<file path="src/rtl/frame_buf_pkg.sv">
// Shared encodings and constants for the multi-buffer frame store.
package frame_buf_pkg;

    localparam int unsigned DROP_CNT_W = 16;

    typedef enum logic [1:0] {
        W_IDLE = 2'd0,
        W_FILL = 2'd1,
        W_DROP = 2'd2
    } wr_state_t;

    typedef enum logic {
        R_IDLE = 1'b0,
        R_READ = 1'b1
    } rd_state_t;

endpackage

</file>
<file path="src/rtl/frame_buf_mem.sv">
// Simple dual-port RAM: one write port, one registered read port, one clock.
module frame_buf_mem #(
    parameter int unsigned DATA_WIDTH = 32,
    parameter int unsigned ADDR_W     = 4,
    parameter int unsigned DEPTH      = 16
) (
    input  logic                  wr_clk,
    input  logic                  reset,
    input  logic                  we,
    input  logic [ADDR_W-1:0]     waddr,
    input  logic [DATA_WIDTH-1:0] wdata,
    input  logic                  re,
    input  logic [ADDR_W-1:0]     raddr,
    output logic [DATA_WIDTH-1:0] rdata
);

    logic [DATA_WIDTH-1:0] mem [DEPTH];

    always_ff @(posedge wr_clk) begin
        if (we) begin
            mem[waddr] <= wdata;
        end
    end

    // Output register holds its word until the next read enable.
    always_ff @(posedge wr_clk) begin
        if (reset) begin
            rdata <= '0;
        end else if (re) begin
            rdata <= mem[raddr];
        end
    end

endmodule

</file>
<file path="src/rtl/frame_buf_multi.sv">
// Multi-buffer fixed-length frame store with in-order readout.
// Optional macro FRAME_BUF_DROP_EN: frames offered while all buffers are full are consumed and counted.
module frame_buf_multi
    import frame_buf_pkg::*;
#(
    parameter  int unsigned DATA_WIDTH = 32,
    parameter  int unsigned ADDR_WIDTH = 3,
    parameter  int unsigned NUM_BUFS   = 2,
    localparam int unsigned BUF_W      = $clog2(NUM_BUFS)
) (
    input  logic                  wr_clk,
    input  logic                  reset,
    input  logic                  wr_valid,
    input  logic [DATA_WIDTH-1:0] wr_data,
    output logic                  wr_ready,
    input  logic                  rd_ready,
    output logic                  rd_valid,
    output logic [DATA_WIDTH-1:0] rd_data,
    output logic                  rd_last,
    output logic [BUF_W:0]        full_cnt,
    output logic [DROP_CNT_W-1:0] drop_cnt
);

    localparam int unsigned CNT_W       = BUF_W + 1;
    localparam int unsigned MEM_AW      = BUF_W + ADDR_WIDTH;
    localparam int unsigned FRAME_WORDS = 2 ** ADDR_WIDTH;
    localparam int unsigned MEM_DEPTH   = NUM_BUFS * FRAME_WORDS;

    function automatic logic [BUF_W-1:0] buf_adv(input logic [BUF_W-1:0] b);
        return (b == BUF_W'(NUM_BUFS - 1)) ? '0 : b + BUF_W'(1);
    endfunction

    wr_state_t             wr_state;
    rd_state_t             rd_state;
    logic [BUF_W-1:0]      wr_buf;
    logic [BUF_W-1:0]      rd_buf;
    logic [ADDR_WIDTH-1:0] wr_addr;
    logic [ADDR_WIDTH-1:0] rd_addr;
    logic [CNT_W-1:0]      full_cnt_nxt;

    logic wr_fire;
    logic wr_commit;
    logic drop_start;
    logic idle_ready;
    logic mem_we;
    logic rd_release;
    logic rd_start;
    logic rd_next_frame;
    logic rd_step;
    logic mem_re;
    logic [MEM_AW-1:0] mem_raddr;

    assign wr_fire    = wr_valid && wr_ready;
    assign wr_commit  = wr_fire && (wr_state == W_FILL) && (wr_addr == '1);
    assign mem_we     = wr_fire && ((wr_state == W_FILL) || ((wr_state == W_IDLE) && !drop_start));
    assign rd_release = rd_valid && rd_ready && rd_last;

    // Completion and release on the same edge cancel out.
    assign full_cnt_nxt = full_cnt + CNT_W'(wr_commit) - CNT_W'(rd_release);

`ifdef FRAME_BUF_DROP_EN
    logic [DROP_CNT_W-1:0] drop_q;

    assign drop_start = (full_cnt == CNT_W'(NUM_BUFS));
    assign idle_ready = 1'b1;
    assign drop_cnt   = drop_q;

    always_ff @(posedge wr_clk) begin
        if (reset) begin
            drop_q <= '0;
        end else if (wr_fire && (wr_state == W_DROP) && (wr_addr == '1) && (drop_q != '1)) begin
            drop_q <= drop_q + DROP_CNT_W'(1);
        end
    end
`else
    assign drop_start = 1'b0;
    assign idle_ready = (full_cnt_nxt < CNT_W'(NUM_BUFS));
    assign drop_cnt   = '0;
`endif

    // Write FSM; wr_ready is registered from next-cycle occupancy.
    always_ff @(posedge wr_clk) begin
        if (reset) begin
            wr_state <= W_IDLE;
            wr_buf   <= '0;
            wr_addr  <= '0;
            full_cnt <= '0;
            wr_ready <= 1'b0;
        end else begin
            full_cnt <= full_cnt_nxt;
            case (wr_state)
                W_IDLE: begin
                    if (wr_fire) begin
                        wr_addr  <= ADDR_WIDTH'(1);
                        wr_state <= drop_start ? W_DROP : W_FILL;
                        wr_ready <= 1'b1;
                    end else begin
                        wr_ready <= idle_ready;
                    end
                end
                W_FILL, W_DROP: begin
                    if (wr_fire) begin
                        if (wr_addr == '1) begin
                            wr_addr  <= '0;
                            wr_state <= W_IDLE;
                            wr_ready <= idle_ready;
                            if (wr_state == W_FILL) begin
                                wr_buf <= buf_adv(wr_buf);
                            end
                        end else begin
                            wr_addr <= wr_addr + ADDR_WIDTH'(1);
                        end
                    end
                end
                default: begin
                    wr_state <= W_IDLE;
                    wr_addr  <= '0;
                end
            endcase
        end
    end

    assign rd_start      = (rd_state == R_IDLE) && (full_cnt != '0);
    assign rd_next_frame = rd_release && (full_cnt_nxt != '0);
    assign rd_step       = (rd_state == R_READ) && rd_valid && rd_ready && !rd_last;
    assign mem_re        = rd_start || rd_next_frame || rd_step;

    always_comb begin
        mem_raddr = {rd_buf, rd_addr};
        if (rd_next_frame) begin
            mem_raddr = {buf_adv(rd_buf), ADDR_WIDTH'(0)};
        end else if (rd_start) begin
            mem_raddr = {rd_buf, ADDR_WIDTH'(0)};
        end
    end

    // Read FSM; rd_addr is the next word to fetch into the output register.
    always_ff @(posedge wr_clk) begin
        if (reset) begin
            rd_state <= R_IDLE;
            rd_buf   <= '0;
            rd_addr  <= '0;
            rd_valid <= 1'b0;
            rd_last  <= 1'b0;
        end else begin
            case (rd_state)
                R_IDLE: begin
                    if (rd_start) begin
                        rd_state <= R_READ;
                        rd_valid <= 1'b1;
                        rd_last  <= 1'b0;
                        rd_addr  <= ADDR_WIDTH'(1);
                    end
                end
                R_READ: begin
                    if (rd_valid && rd_ready) begin
                        if (rd_last) begin
                            rd_buf <= buf_adv(rd_buf);
                            if (rd_next_frame) begin
                                rd_valid <= 1'b1;
                                rd_last  <= 1'b0;
                                rd_addr  <= ADDR_WIDTH'(1);
                            end else begin
                                rd_state <= R_IDLE;
                                rd_valid <= 1'b0;
                                rd_last  <= 1'b0;
                                rd_addr  <= '0;
                            end
                        end else begin
                            rd_last <= (rd_addr == '1);
                            rd_addr <= rd_addr + ADDR_WIDTH'(1);
                        end
                    end
                end
                default: begin
                    rd_state <= R_IDLE;
                    rd_valid <= 1'b0;
                    rd_last  <= 1'b0;
                end
            endcase
        end
    end

    frame_buf_mem #(
        .DATA_WIDTH (DATA_WIDTH),
        .ADDR_W     (MEM_AW),
        .DEPTH      (MEM_DEPTH)
    ) u_mem (
        .wr_clk (wr_clk),
        .reset  (reset),
        .we     (mem_we),
        .waddr  ({wr_buf, wr_addr}),
        .wdata  (wr_data),
        .re     (mem_re),
        .raddr  (mem_raddr),
        .rdata  (rd_data)
    );

endmodule

</file>
<file path="config.mk">
export PLATFORM = sky130hd
export DESIGN_NAME = frame_buf_multi
export DESIGN_NICKNAME = d
export VERILOG_FILES = /design/src/rtl/frame_buf_pkg.sv /design/src/rtl/frame_buf_mem.sv /design/src/rtl/frame_buf_multi.sv
export SDC_FILE = /design/constraint.sdc
export NUM_CORES = 1
export LEC_CHECK = 0
export CORE_ASPECT_RATIO = 0.7
export CORE_MARGIN = 2
export CORE_UTILIZATION = 50
export DETAILED_ROUTE_END_ITERATION = 8
export HOLD_SLACK_MARGIN = 0.12
export PLACE_DENSITY = 0.67
export SLEW_MARGIN = 20
export SYNTH_ARGS = -nofsm -noshare
export SYNTH_HDL_FRONTEND = slang
export SYNTH_SLANG_ARGS = --single-unit
</file>
<file path="constraint.sdc">
create_clock -name wr_clk -period 8.6 [get_ports wr_clk]
set_input_delay 1.72 -clock wr_clk [delete_from_list [all_inputs] [get_ports wr_clk]]
set_output_delay 1.72 -clock wr_clk [all_outputs]
set_load 0.005 [all_outputs]
</file>
==> results of run 1 <==
## worst max-delay path, stage by stage
cell             delay, ns
clkdlybuf4s50_1       0.51
and2_0                0.28
nand3_1               0.18
ha_1                  0.32
inv_1                 0.05
ha_1                  0.14
xor3_2                0.33
o21ai_4               0.44
nand3_2               0.92
a21oi_1               0.40
o221ai_1              0.14
a31oi_1               0.23
## layer usage
layer | vias up | GRT usage (%) | share of wire (%)
met2 | 729 | 38.79 | 45
met3 | 98 | 4.949 | 9.2
met4 | 0 | 5.318 | 1.8
met5 | - | 0 | 0
met1 | 7334 | 36.99 | 44
li1 | 6378 | - | -
## cell type report
cell class / count / area [um2]
flip-flops and latches: 559 / 16320
repair buffers: 102 / 960.9
fillers: 3523 / 19330
diodes: 1 / 2.502
well taps: 603 / 754.5
clock inverters: 11 / 135.1
inverters: 3 / 11.26
clock buffers: 83 / 1549
multi-input cells: 889 / 6317
## cells by family after synthesis
| kind of cell | Yosys count |
|---|---|
| buf+inv | 146 |
| mux | 95 |
| flops | 559 |
| other cells | 1 |
| simple gates | 270 |
| compound gates | 496 |
| xor+xnor | 3 |
| fa+ha+maj | 9 |
## final timing paths
path | end | slack [ns] | depth (start not counted)
worst max-delay path | u_mem.rdata[25] | 3.36 | 12
worst min-delay path | rd_addr[2] | 0.51 | 2
worst min register to register | rd_addr[2] | 0.51 | 2
worst max register to register | u_mem.rdata[25] | 4.44 | 12
## state kept, by name, indices dropped and copies added (netlist names)
| signal | cells |
|---|---|
| wr_state | 1 |
| rd_buf | 1 |
| u_mem.mem | 512 |
| u_mem.rdata | 32 |
| wr_ready | 1 |
| rd_state | 1 |
| rd_valid | 1 |
| rd_last | 1 |
| rd_addr | 3 |
| wr_addr | 3 |
| full_cnt | 2 |
| wr_buf | 1 |
## power breakdown
part | leakage, nW | switching [mW] | total, mW | internal (mW)
sequential | 4.99 | 0.00540 | 2.98 | 2.98
combinational | 2.16 | 0.0555 | 0.0809 | 0.0253
clock | 0.821 | 0.972 | 2.29 | 1.32
total | 7.97 | 1.03 | 5.35 | 4.32
## stage by stage
stage / power (mW) / util [%] / cell area [um2] / worst slack [ns]
floorplan: 3.066 / - / 23200 / 4.521
global placement: 3.116 / 53.61 / 24330 / 2.912
detailed placement: 3.119 / 53.62 / 24330 / 2.754
CTS: 5.376 / 57.33 / 26020 / 3.358
global route: 5.483 / 57.40 / 26050 / 3.112
finish: 5.351 / 57.41 / 26050 / 3.357
## layout by cell type, fill, tap and decap left out, types with 33 or more instances in the layout
master           Yosys  final
dfxtp_1             47     45
nor2_1              46     44
nor2b_1             36     36
o211ai_1            33     33
a21oi_1            102    102
mux2i_1             95     95
edfxtp_1           512    512
o32a_1              64     64
nor3_1              36     36
o21ai_1             53     52
clkdlybuf4s50_1      0     71
clkbuf_16            0     53
nand2_1             44     42
o221ai_1            63     63
and3_1              34     34
a211oi_1            34     34
==> out/results.ini, run 1 <==
[drt]
routed_wl_um=60720
routed_via_density=6.459
ant_nets=0
routedWlPerCell_um=26.97
routed-via-count=14539
dr.pass1.iters=5
drt-initial-drc-count=1784
drcViolationCount=0

[clocking]
numCtsBuffers=51
clock_path_buffers=3
clockRootBuffer=clkbuf_16
cts_resized=0
clock-sinks=559
clk_pin_slew_ns=0.06
cts_setup_buffers=0
htreeDepth=2
postCtsHoldBufs=0
tritoncts=done
insertion_delay_ns=0.58

[sta]
finalSetupViolations=0
worst_pin_slew_ns=1.161
drv_slew=0
post-route-period-util_pct=60.97
final.min_clock_period_ns=5.243
max_slew_margin_pct=22.57
timing.fmax_mhz=190.7
rsz0062_at_grt=no
timing.hold.ws_ns=0.5060
finalHoldViolCount=0
tns_ns=0
fin_skew_ns=0.008682

[placed_design]
dp_hpwl_um=29180
gp_congestion=0.7627
io_buffers=72
dp_cells=2155

[run_status]
status=complete, no violations

[logic_synthesis]
synth.area.mux_share_pct=4.109
postSynth.asyncResetShare_pct=0
synth_top_area_share_pct=66.44
synthTopCellsByCount=edfxtp_1 (512), a21oi_1 (102), clkbuf_1 (99)
syn_area_per_cell_um2=14.65
synth_seq_cells=559
synth-xor-area-share_pct=0.1838
syn_inst=1579
ys_seq_area_share_pct=70.51
synth_area_leaders=edfxtp_1 (66%), mux2i_1 (4.1%), dfxtp_1 (4.1%), o32a_1 (2.8%), o221ai_1 (2.4%)
yosysMostFrequentCell=edfxtp_1
synth_edf_count=512
synthAdderAreaFrac_pct=0.4866
yosys_warnings=0
ys.flop_type=edfxtp_1
synth_top_cell_by_area=edfxtp_1
synth_top_family_by_area=compound AO/OA/AOI/OAI gates
synth_cell_types=45
yosys.area_share.simple_pct=6.375
synth-compound-area-share_pct=15.47
synth_area_um2=23140

[final_layout]
final_nets=1651
syn2layout_area_growth_pct=12.58
finalNonFillerCells=2251
layout-drive-gt1-share_pct=8.622

[setup_path]
end_kind=flop
arrival_ns=5.73
crit_required_ns=9.08
crit_fanout=32
cp-startpoint=wr_valid
setup.worst_path.start_class=input pin
worst-setup-path-type=input pin to flop
regToRegStartpoint=wr_addr[1]

[floorplan]
rows=65
initial_core_util_pct=50.99
die_w_um=261.1
io_pins=89
core_area_um2=45380
dieArea_um2=48040
die_h_um=184.0

[global_route]
gr-total-overflow=0
grt_pass1_wl_um=89710
grtUsageTotal_pct=25.08
antenna_found_initial=1
grt_start_max_net_pins=66
grt_pass1_vias=13987

[power]
power_density_nw_per_um2=205.4
peakVddDrop_v=0.0001696
p_leak_nw=7.975

[min_path]
hp-class=flop to flop
hold_path.startpoint=rd_addr[2]

[run]
cap_violations=0

No activity file was read; power rests on OpenSTA's default activity.
==> inputs of run 2 (changes only) <==
- clock period: 8.6 -> 5.38 ns (I/O delays scaled with it)
==> run 2 against run 1 <==
  * Largest power group unchanged
  * Clock-buffer cell count fell by 8
  * Critical path type unchanged
  * Critical endpoint is now u_mem.rdata[23]
  * Die area unchanged
  * Highest routed layer unchanged
  * Critical path depth increased by 2
  * Via count up 1.3%
==> out/results.ini, run 2 (synthesis gave the netlist of run 1 again) <==
[run_status]
status=complete, no violations

[sta]
post-route-period-util_pct=74.85
drv_slew=0
finalHoldViolCount=0
finalSetupViolations=0
tns_ns=0
rsz0062_at_grt=no
worst_pin_slew_ns=1.142
fin_skew_ns=0.03180
max_slew_margin_pct=23.90
timing.hold.ws_ns=0.4883
final.min_clock_period_ns=4.027
timing.fmax_mhz=248.3

[floorplan]
initial_core_util_pct=50.99
die_h_um=184.0
dieArea_um2=48040
core_area_um2=45380
rows=65
die_w_um=261.1
io_pins=89

[final_layout]
final_common_cell=edfxtp_1
finalNonFillerCells=2261
postLayoutCellArea_um2=26050
antennaDiodeCount=0
top_register=u_mem.mem
largest_reg_flops=512
reg.largest.list=u_mem.mem x512, u_mem.rdata x32
syn2layout_area_growth_pct=12.58
final_nets=1662
final_cell_mix=edfxtp_1 (512), a21oi_1 (102), mux2i_1 (95), clkdlybuf4s50_1 (71), o32a_1 (64)
layout-drive-gt1-share_pct=8.504

[clocking]
cts_setup_buffers=0
numCtsBuffers=52
clock_path_buffers=3
postCtsHoldBufs=0
cts_resized=0
htreeDepth=2
clockRootBuffer=clkbuf_16
clk_pin_slew_ns=0.06
tritoncts=done
insertion_delay_ns=0.60
clock-sinks=559

[drt]
ant_nets=0
routed_wl_um=61930
dr.pass1.iters=6
routed-via-count=14734
routed_via_density=6.517
drt-initial-drc-count=1887
drcViolationCount=0
routedWlPerCell_um=27.39

[setup_path]
setup.worst_path.start_class=input pin
crit_required_ns=5.81
arrival_ns=4.46
end_kind=flop
crit_fanout=64
worst-setup-path-type=input pin to flop

[placed_design]
placed_area_um2=24440
gp_congestion=0.7680
dp_hpwl_um=32490
io_buffers=72
dp_cells=2166

[run]
cap_violations=0

[power]
p_leak_nw=7.982
power_density_nw_per_um2=325.4
peakVddDrop_v=0.0002346

[global_route]
gr-total-overflow=0
grt_start_max_net_pins=79
grt_pass1_wl_um=91780
grtUsageTotal_pct=25.75
antenna_found_initial=0
grt_pass1_vias=14286

[min_path]
hp-class=flop to flop

run 2: cell types whose count changed in the layout (fill, tap and decap cells not counted), sizes merged:
| cell | previous run | this run |
|---|---|---|
| buf | 31 | 41 |
| clkinv | 6 | 15 |
| clkbuf | 83 | 75 |
| clkinvlp | 2 | 0 |
| inv | 3 | 5 |
| diode | 1 | 0 |
run 2: metrics by stage:
stage | power [mW] | setup slack (ns) | util, %
after detailed placement | 4.987 | 0.7849 | 53.85
after global routing | 8.690 | 1.183 | 57.40
final | 8.478 | 1.353 | 57.40
after CTS | 8.484 | 1.388 | 57.39
after global placement | 4.980 | 0.8456 | 53.84
after floorplan | 4.901 | 1.945 | -
run 2: path summary, 6_finish.rpt:
path	startpoint	endpoint	slack [ns]	depth (start not counted)
worst max-delay path	wr_valid	u_mem.rdata[23]	1.35	14
worst min register to register	wr_addr[1]	wr_addr[1]	0.49	2
worst max register to register	wr_addr[0]	u_mem.rdata[23]	1.80	14
worst min-delay path	wr_addr[1]	wr_addr[1]	0.49	2
run 2: layout make-up:
| cell class | count | area [um2] |
|---|---|---|
| Fill cell | 3467 | 19330 |
| Sequential cell | 559 | 16320 |
| Multi-Input combinational cell | 889 | 6314 |
| Clock buffer | 75 | 1428 |
| Timing Repair Buffer | 112 | 1041 |
| Tap cell | 603 | 754.5 |
| Clock inverter | 20 | 181.4 |
| Inverter | 3 | 11.26 |
run 2: where the power goes:
part	leakage [nW]	internal (mW)	total (mW)	switching, mW
registers	4.99	4.76	4.77	0.00882
logic	2.21	0.0401	0.131	0.0914
clock network	0.782	1.98	3.58	1.60
run 2: routing by layer:
| layer | wire length, um | up-vias | track usage, % |
|---|---|---|---|
| li1 | - | 6395 | - |
| met1 | 27360 | 7488 | 39.03 |
| met3 | 5821 | 87 | 4.494 |
| met2 | 27680 | 764 | 38.86 |
| met5 | 0 | - | 0 |
| met4 | 1079 | 0 | 5.955 |
run 2: critical path: stages:
cell,delay (ns)
clkdlybuf4s50_1,0.51
and2_0,0.26
nand3_1,0.18
ha_1,0.32
inv_1,0.04
ha_1,0.17
xor3_2,0.30
o21ai_4,0.11
buf_4,0.25
nand3_4,0.10
buf_12,0.35
o21ai_1,0.12
nor3_1,0.45
a31oi_1,0.14
